<file path="config.mk">
export PLATFORM = sky130hd
export DESIGN_NAME = sum_tx_sequencer_flat
export DESIGN_NICKNAME = d
export VERILOG_FILES = /design/src/rtl/sum_uart_pkg.sv /design/src/rtl/sum_tx_sequencer_if.sv /design/src/rtl/tx_frame_mux.sv /design/src/rtl/sum_tx_sequencer.sv /design/src/flat_wrapper.sv
export SDC_FILE = /design/constraint.sdc
export NUM_CORES = 1
export LEC_CHECK = 0
export ABC_AREA = 0
export CORE_MARGIN = 2
export CORE_UTILIZATION = 55
export CTS_CLUSTER_DIAMETER = 50
export DETAILED_ROUTE_END_ITERATION = 8
export PLACE_DENSITY = 0.81
export SETUP_SLACK_MARGIN = 0.02
export SYNTH_ARGS = -nofsm -noshare
export SYNTH_HDL_FRONTEND = slang
export SYNTH_SLANG_ARGS = --single-unit
export TNS_END_PERCENT = 30
</file>
<file path="constraint.sdc">
create_clock -name clk -period 2.71 [get_ports clk]
set_input_delay 0.813 -clock clk [delete_from_list [all_inputs] [get_ports clk]]
set_output_delay 0.813 -clock clk [all_outputs]
set_load 0.05 [all_outputs]
</file>
<file path="src/rtl/sum_uart_pkg.sv">
`default_nettype none
// ============================================================================
//  sum_uart_pkg
//  Shared types, ASCII constants and helpers for the sum-to-UART frame
//  sequencer.
//  Revision: 1.0
// ============================================================================
package sum_uart_pkg;

  // Sequencer states; explicit 3-bit encoding
  typedef enum logic [2:0] {
    ST_IDLE      = 3'd0,
    ST_LOAD      = 3'd1,
    ST_STROBE    = 3'd2,
    ST_WAIT_ACK  = 3'd3,
    ST_WAIT_DONE = 3'd4,
    ST_FINISH    = 3'd5
  } seq_state_t;

  // ASCII characters used in the "A+B=SS" frame
  localparam logic [7:0] PLUS   = 8'h2B;
  localparam logic [7:0] EQUALS = 8'h3D;
  localparam logic [7:0] CR     = 8'h0D;
  localparam logic [7:0] LF     = 8'h0A;
  localparam logic [7:0] ZERO   = 8'h30;

  // Frame lengths with and without the CR/LF trailer
  localparam int FRAME_LEN_SHORT = 6;
  localparam int FRAME_LEN_CRLF  = 8;
  localparam int IDX_W           = 3;

  // One hex nibble to uppercase ASCII ('0'-'9', 'A'-'F')
  function automatic logic [7:0] hex_ascii(input logic [3:0] n);
    // 8'h37 is 'A' minus ten
    return (n < 4'd10) ? (ZERO + {4'h0, n}) : (8'h37 + {4'h0, n});
  endfunction

endpackage
`default_nettype wire

</file>
<file path="src/rtl/sum_tx_sequencer_if.sv">
`default_nettype none
// ============================================================================
//  sum_tx_sequencer_if
//  Transmit-side handshake between the frame sequencer (master) and the
//  UART transmitter (slave): byte, start strobe and busy flag.
//  Revision: 1.0
// ============================================================================
interface sum_tx_sequencer_if;

  logic [7:0] uart_tx_data;
  logic       uart_tx_start;
  logic       uart_busy;

  modport master (
    output uart_tx_data,
    output uart_tx_start,
    input  uart_busy
  );

  modport slave (
    input  uart_tx_data,
    input  uart_tx_start,
    output uart_busy
  );

endinterface
`default_nettype wire

</file>
<file path="src/rtl/tx_frame_mux.sv">
`default_nettype none
// ============================================================================
//  tx_frame_mux
//  Combinational byte selector: operand/sum snapshot plus byte index give
//  the ASCII byte of the "A+B=SS\r\n" frame.
//  Revision: 1.0
// ============================================================================
module tx_frame_mux
  import sum_uart_pkg::*;
(
  input  logic [3:0]       op_a,
  input  logic [3:0]       op_b,
  input  logic [4:0]       sum,
  input  logic [IDX_W-1:0] idx,
  output logic [7:0]       frame_byte
);

  // Select the frame character for the current index
  always_comb begin
    frame_byte = 8'h00;
    case (idx)
      3'd0: frame_byte = hex_ascii(op_a);
      3'd1: frame_byte = PLUS;
      3'd2: frame_byte = hex_ascii(op_b);
      3'd3: frame_byte = EQUALS;
      3'd4: frame_byte = ZERO + {7'b0, sum[4]};
      3'd5: frame_byte = hex_ascii(sum[3:0]);
      3'd6: frame_byte = CR;
      3'd7: frame_byte = LF;
    endcase
  end

endmodule
`default_nettype wire

</file>
<file path="src/rtl/sum_tx_sequencer.sv">
`default_nettype none
// ============================================================================
//  sum_tx_sequencer
//  Snapshots A, B and their sum on a send request and feeds the UART the
//  ASCII frame "A+B=SS" (optionally followed by CR/LF) one byte at a time
//  over a start/busy handshake, with an acknowledge timeout per byte.
//  Revision: 1.0
// ============================================================================
module sum_tx_sequencer
  import sum_uart_pkg::*;
#(
  parameter int CRLF_EN     = 1,
  parameter int ACK_TIMEOUT = 16   // legal range 2..255
) (
  input  logic                      clk,
  input  logic                      reset,
  input  logic                      send,
  input  logic [3:0]                operand_a,
  input  logic [3:0]                operand_b,
  input  logic [4:0]                sum_in,
  sum_tx_sequencer_if.master        uart,
  output logic                      seq_busy,
  output logic                      frame_done,
  output logic                      frame_err
);

  localparam logic [IDX_W-1:0] LAST_IDX =
    (CRLF_EN != 0) ? IDX_W'(FRAME_LEN_CRLF - 1) : IDX_W'(FRAME_LEN_SHORT - 1);
  localparam logic [7:0] ACK_LAST = 8'(ACK_TIMEOUT - 1);

  seq_state_t       state;
  logic [3:0]       snap_a;
  logic [3:0]       snap_b;
  logic [4:0]       snap_sum;
  logic [IDX_W-1:0] idx;
  logic [7:0]       ack_cnt;
  logic [7:0]       ack_cnt_next;
  logic [7:0]       mux_byte;

  assign ack_cnt_next = ack_cnt + 8'd1;

  // Frame bytes come only from the snapshot, never from live inputs
  tx_frame_mux u_mux (
    .op_a       (snap_a),
    .op_b       (snap_b),
    .sum        (snap_sum),
    .idx        (idx),
    .frame_byte (mux_byte)
  );

  // Sequencer FSM with snapshot, index and timeout counters; all outputs registered
  always_ff @(posedge clk) begin
    if (reset) begin
      state              <= ST_IDLE;
      snap_a             <= 4'h0;
      snap_b             <= 4'h0;
      snap_sum           <= 5'h00;
      idx                <= '0;
      ack_cnt            <= 8'h00;
      uart.uart_tx_data  <= 8'h00;
      uart.uart_tx_start <= 1'b0;
      seq_busy           <= 1'b0;
      frame_done         <= 1'b0;
      frame_err          <= 1'b0;
    end else begin
      // Pulse outputs default low; each is raised for a single cycle below
      uart.uart_tx_start <= 1'b0;
      frame_done         <= 1'b0;
      frame_err          <= 1'b0;

      case (state)
        ST_IDLE: begin
          if (send) begin
            snap_a   <= operand_a;
            snap_b   <= operand_b;
            snap_sum <= sum_in;
            idx      <= '0;
            seq_busy <= 1'b1;
            state    <= ST_LOAD;
          end
        end

        ST_LOAD: begin
          uart.uart_tx_data <= mux_byte;
          if (!uart.uart_busy) begin
            uart.uart_tx_start <= 1'b1;
            state              <= ST_STROBE;
          end
        end

        ST_STROBE: begin
          ack_cnt <= 8'h00;
          state   <= ST_WAIT_ACK;
        end

        ST_WAIT_ACK: begin
          if (uart.uart_busy) begin
            state <= ST_WAIT_DONE;
          end else begin
            ack_cnt <= ack_cnt_next;
            // UART never accepted the byte: drop the whole frame
            if (ack_cnt_next == ACK_LAST) begin
              frame_err <= 1'b1;
              seq_busy  <= 1'b0;
              state     <= ST_IDLE;
            end
          end
        end

        ST_WAIT_DONE: begin
          if (!uart.uart_busy) begin
            if (idx == LAST_IDX) begin
              frame_done <= 1'b1;
              state      <= ST_FINISH;
            end else begin
              idx   <= idx + 1'b1;
              state <= ST_LOAD;
            end
          end
        end

        ST_FINISH: begin
          seq_busy <= 1'b0;
          state    <= ST_IDLE;
        end

        default: begin
          seq_busy <= 1'b0;
          state    <= ST_IDLE;
        end
      endcase
    end
  end

endmodule
`default_nettype wire

</file>
<file path="src/flat_wrapper.sv">
// flat-port wrapper written by rule: the top's interface ports become plain ports
module sum_tx_sequencer_flat import sum_uart_pkg::*;
#(
  parameter int CRLF_EN     = 1,
  parameter int ACK_TIMEOUT = 16                        
)
  (clk, reset, send, operand_a, operand_b, sum_in, seq_busy, frame_done, frame_err, uart_uart_tx_data, uart_uart_tx_start, uart_uart_busy);
  sum_tx_sequencer_if uart_i ();
  input  logic clk;
  input  logic reset;
  input  logic send;
  input  logic [3:0] operand_a;
  input  logic [3:0] operand_b;
  input  logic [4:0] sum_in;
  output logic seq_busy;
  output logic frame_done;
  output logic frame_err;
  output wire logic [$bits(uart_i.uart_tx_data)-1:0] uart_uart_tx_data;
  output wire logic [$bits(uart_i.uart_tx_start)-1:0] uart_uart_tx_start;
  input wire logic [$bits(uart_i.uart_busy)-1:0] uart_uart_busy;
  assign uart_uart_tx_data = uart_i.uart_tx_data;
  assign uart_uart_tx_start = uart_i.uart_tx_start;
  assign uart_i.uart_busy = uart_uart_busy;
  sum_tx_sequencer #(.CRLF_EN(CRLF_EN), .ACK_TIMEOUT(ACK_TIMEOUT)) u_core (.clk(clk), .reset(reset), .send(send), .operand_a(operand_a), .operand_b(operand_b), .sum_in(sum_in), .uart(uart_i), .seq_busy(seq_busy), .frame_done(frame_done), .frame_err(frame_err));
endmodule
</file>
==> metrics.md <==
| Metric | Value |
|---|---|
| Status | completed |
| Internal Power | 893 µW |
| Post-synthesis cell type count | 54 |
| Gr ovfl total | 0 |
| Worst VDD drop | 0.284 mV |
| Share of flip-flops with an asynchronous set or reset | 0% |
| Clock Skew | 6.58 ps |
| Share of cells above drive strength 1 | 6.00% |
| Critical path type | register to output port |
| Post-DRT Antenna Nets | 0 |
| Min-Delay Path Class | register to register |
| CP max FO | 2 |
| Delay-heaviest family, CP | buffers and inverters |
| Main synth FF type | dfxtp_1 |
| IO Pins | 29 |
| Crit path capture | seq_busy |
| Crit path depth | 1 |
| Crit share post-route | 83.2% |
| Static Leak | 0.921 nW |
| CTS Root Cell | clkbuf_8 |
| Setup TNS | 0 ps |
| Global routing usage on met2 | 33.1% |
| Largest net degree at the start of global routing | 23 |
| Die area | 4420 µm² |
| Final nets | 329 |
| H-tree depth | 2 |
| Number of CTS-inserted buffers | 5 |
| Core area | 3720 µm² |
| Final hold viol count | 0 |
| TritonCTS clock tree | built |
| Power Density | 506 nW/µm² |
| Drt initial violations | 201 |
| CTS sink cnt | 38 |
| DR WL/cell | 13.0 µm |
| Post-synthesis register bit count | 38 |
| Synth-to-layout area growth | 17.1% |
| Pwr Total | 1.27 mW |
| Fin worst setup slack | 455 ps |
| Critical Path Max Stage Delay | 810 ps |
| Mapped Nets | 306 |
| Vias | 1,964 |
| Drt drc | 0 |
| Total net switching power | 381 µW |
| First-pass DRT Iterations | 4 |
| Crit-path cells | clkdlybuf4s50_1 |
| Yosys warnings | 0 |
| Clk pwr share | 29.9% |
| Vias/cell | 5.64 |
| CP Capture Type | output port |
| GR Util met1 | 31.4% |
| Clock edge transition at the registers on the reported setup and hold paths | 70 ps |
| Number of global-route vias before repair | 1,679 |
| # diodes | 0 |
| CTS resizes | 0 |
| Combinational share of power | 20.6% |
| Clock Latency Late Sink | 290 ps |
| Mapped cell area | 2150 µm² |
| Routed WL | 4530 µm |
| Placement Rows | 22 |
| FF-to-FF Start | u_core.idx[0] |
| EDFF count, synth | 0 |
| Worst reg2reg path depth | 6 |
| Final Core Density | 67.7% |
| Filler cell count | 332 |
| Post-DP HPWL | 3320 µm |
| Worst EP required | 1900 ps |
| Count of input and output buffers | 27 |
| Sw frac | 29.9% |
| Die X | 66.5 µm |
| GRT busiest layer | met2 |
| Reg-to-Reg End | u_core.uart.uart_tx_data[1] |
| FF-to-FF setup slack | 730 ps |
| Place WS | 349 ps |
| Slew headroom | 61.8% |
| Mapped Cells | 278 |
| Die Span Y | 66.5 µm |
| Total GRT Usage | 22.7% |
| Worst setup SP type | register |
| RSZ-0062 raised after global routing | false |
| Maxcap violations | 0 |
| Setup crit start | u_core.seq_busy |
| Hold Slack | 490 ps |
| F_max | 0.444 GHz |
| Gp weighted congestion | 0.919 |
| Hold buffer count at cts | 0 |
| Sequential share of power | 49.5% |
| First-pass GRT wire length | 7600 µm |
| Final setup viols | 0 |
| Clk buf depth | 2 |
| Initial antenna violation count | 0 |
| Slew Limit Fails | 0 |
| Min Tclk post-route | 2250 ps |
| Initial Utilization | 57.8% |
| Worst-Margin Slew | 559 ps |
| Slowest-stage cell, CP | clkdlybuf4s50_1 |
| Crit path DAT | 1440 ps |
| Sequential fraction of the synthesis area | 35.4% |
| CP bufs+invs | 1 |
| Met3 Resource Use GR | 4.22% |
| Avg Cell Area, Syn | 7.73 µm² |
| Post-CTS Repair Setup Buffers | 0 |
worst min-delay path by stage:
stage	from	to	slack, ps	depth (start not counted)
after global placement	u_core.snap_a[0]	u_core.snap_a[0]	470	2
final	u_core.snap_a[0]	u_core.snap_a[0]	490	2
after detailed placement	u_core.snap_a[0]	u_core.snap_a[0]	480	2
after global routing	u_core.snap_sum[0]	u_core.snap_sum[0]	520	2
after floorplan	u_core.snap_sum[4]	u_core.snap_sum[4]	440	2
after CTS	u_core.snap_b[0]	u_core.snap_b[0]	490	2
cells by family (layout without fill, tap and decap cells):
logic type               Yosys count  in the layout  synth area share (%)
multiplexers                       1              1                 0.524
XOR/XNOR                           5              5                  2.04
adder cells (fa/ha/maj)           11             11                  6.40
buffers and inverters             28             50                  5.82
AO/OA/AOI/OAI                     79             79                  22.1
flip-flops                        38             38                  35.4
other                              1              1                 0.174
AND/OR/NAND/NOR                  115            115                  27.5
power by group through the flow:
| stage | clock network [mW] | registers, mW | logic (mW) |
|---|---|---|---|
| after floorplan | 0 | 0.678 | 0.143 |
| after global placement | 0 | 0.642 | 0.257 |
| after detailed placement | 0 | 0.643 | 0.262 |
| after CTS | 0.386 | 0.631 | 0.263 |
| after global routing | 0.412 | 0.637 | 0.288 |
| final | 0.381 | 0.631 | 0.263 |
state kept, by name (all words and copies together), names as in the netlist:
| register | cells |
|---|---|
| u_core.snap_sum | 5 |
| u_core.ack_cnt | 8 |
| u_core.snap_a | 4 |
| u_core.seq_busy | 1 |
| u_core.frame_err | 1 |
| u_core.snap_b | 4 |
| u_core.uart.uart_tx_start | 1 |
| u_core.uart.uart_tx_data | 7 |
| u_core.state | 3 |
| u_core.frame_done | 1 |
| u_core.idx | 3 |
cell usage after synthesis (2+ instances only):
cell	n	area share, %
a2111oi_0	2	0.82
a211oi_1	2	0.70
a21oi_1	35	8.1
a311oi_1	3	1.2
a31o_1	2	0.82
a31oi_1	4	1.2
and2_1	4	1.2
and3_1	3	0.87
buf_2	3	0.70
buf_4	2	0.70
clkbuf_1	8	1.4
dfxtp_1	38	35
ha_1	11	6.4
inv_1	13	2.3
nand2_1	41	7.2
nand2b_1	3	0.87
nand3_1	3	0.70
nand3b_1	6	2.1
nand4_1	2	0.58
nor2_1	23	4.0
nor2b_1	6	1.7
nor3_1	7	1.6
nor3b_1	2	0.70
nor4_1	2	0.58
o21ai_0	19	4.4
o21bai_1	2	0.70
or3_1	2	0.58
xnor2_1	4	1.6
stage by stage:
step,std cells,cell area (µm²)
after detailed placement,342,2430
after global routing,348,2520
final,348,2520
after CTS,348,2520
after floorplan,278,2150
after global placement,342,2430
final cells by class:
| class | instances | area [µm²] | area share [%] |
|---|---|---|---|
| Multi-Input combinational cell | 212 | 1260 | 50.2 |
| Sequential cell | 38 | 761 | 30.2 |
| Inverter | 13 | 48.8 | 1.94 |
| Clock buffer | 6 | 82.6 | 3.28 |
| Timing Repair Buffer | 31 | 300 | 11.9 |
| Tap cell | 48 | 60.1 | 2.39 |
cell usage in the layout (no fill, tap or decap), drive strengths merged, types with 7 or more instances in the layout:
cell           count
a21oi             35
clkdlybuf4s50     27
dfxtp             38
ha                11
inv               13
nand2             42
nor2              23
nor2b              7
nor3               7
o21ai             19
worst reg2reg max path, cell delays in order, from the launching register on:
cell and delay, ps:
dfxtp_1 340, ha_1 240, ha_1 280, or3_4 430, nor2b_4 200, a2111oi_0 120, o41ai_2 290
routing by layer:
metal | up-vias | part of all wire, %
met2 | 48 | 44
met5 | - | 0
met1 | 888 | 49
met3 | 14 | 4.8
met4 | 0 | 2.8
li1 | 1014 | -
(Power assumes the default switching activity.)
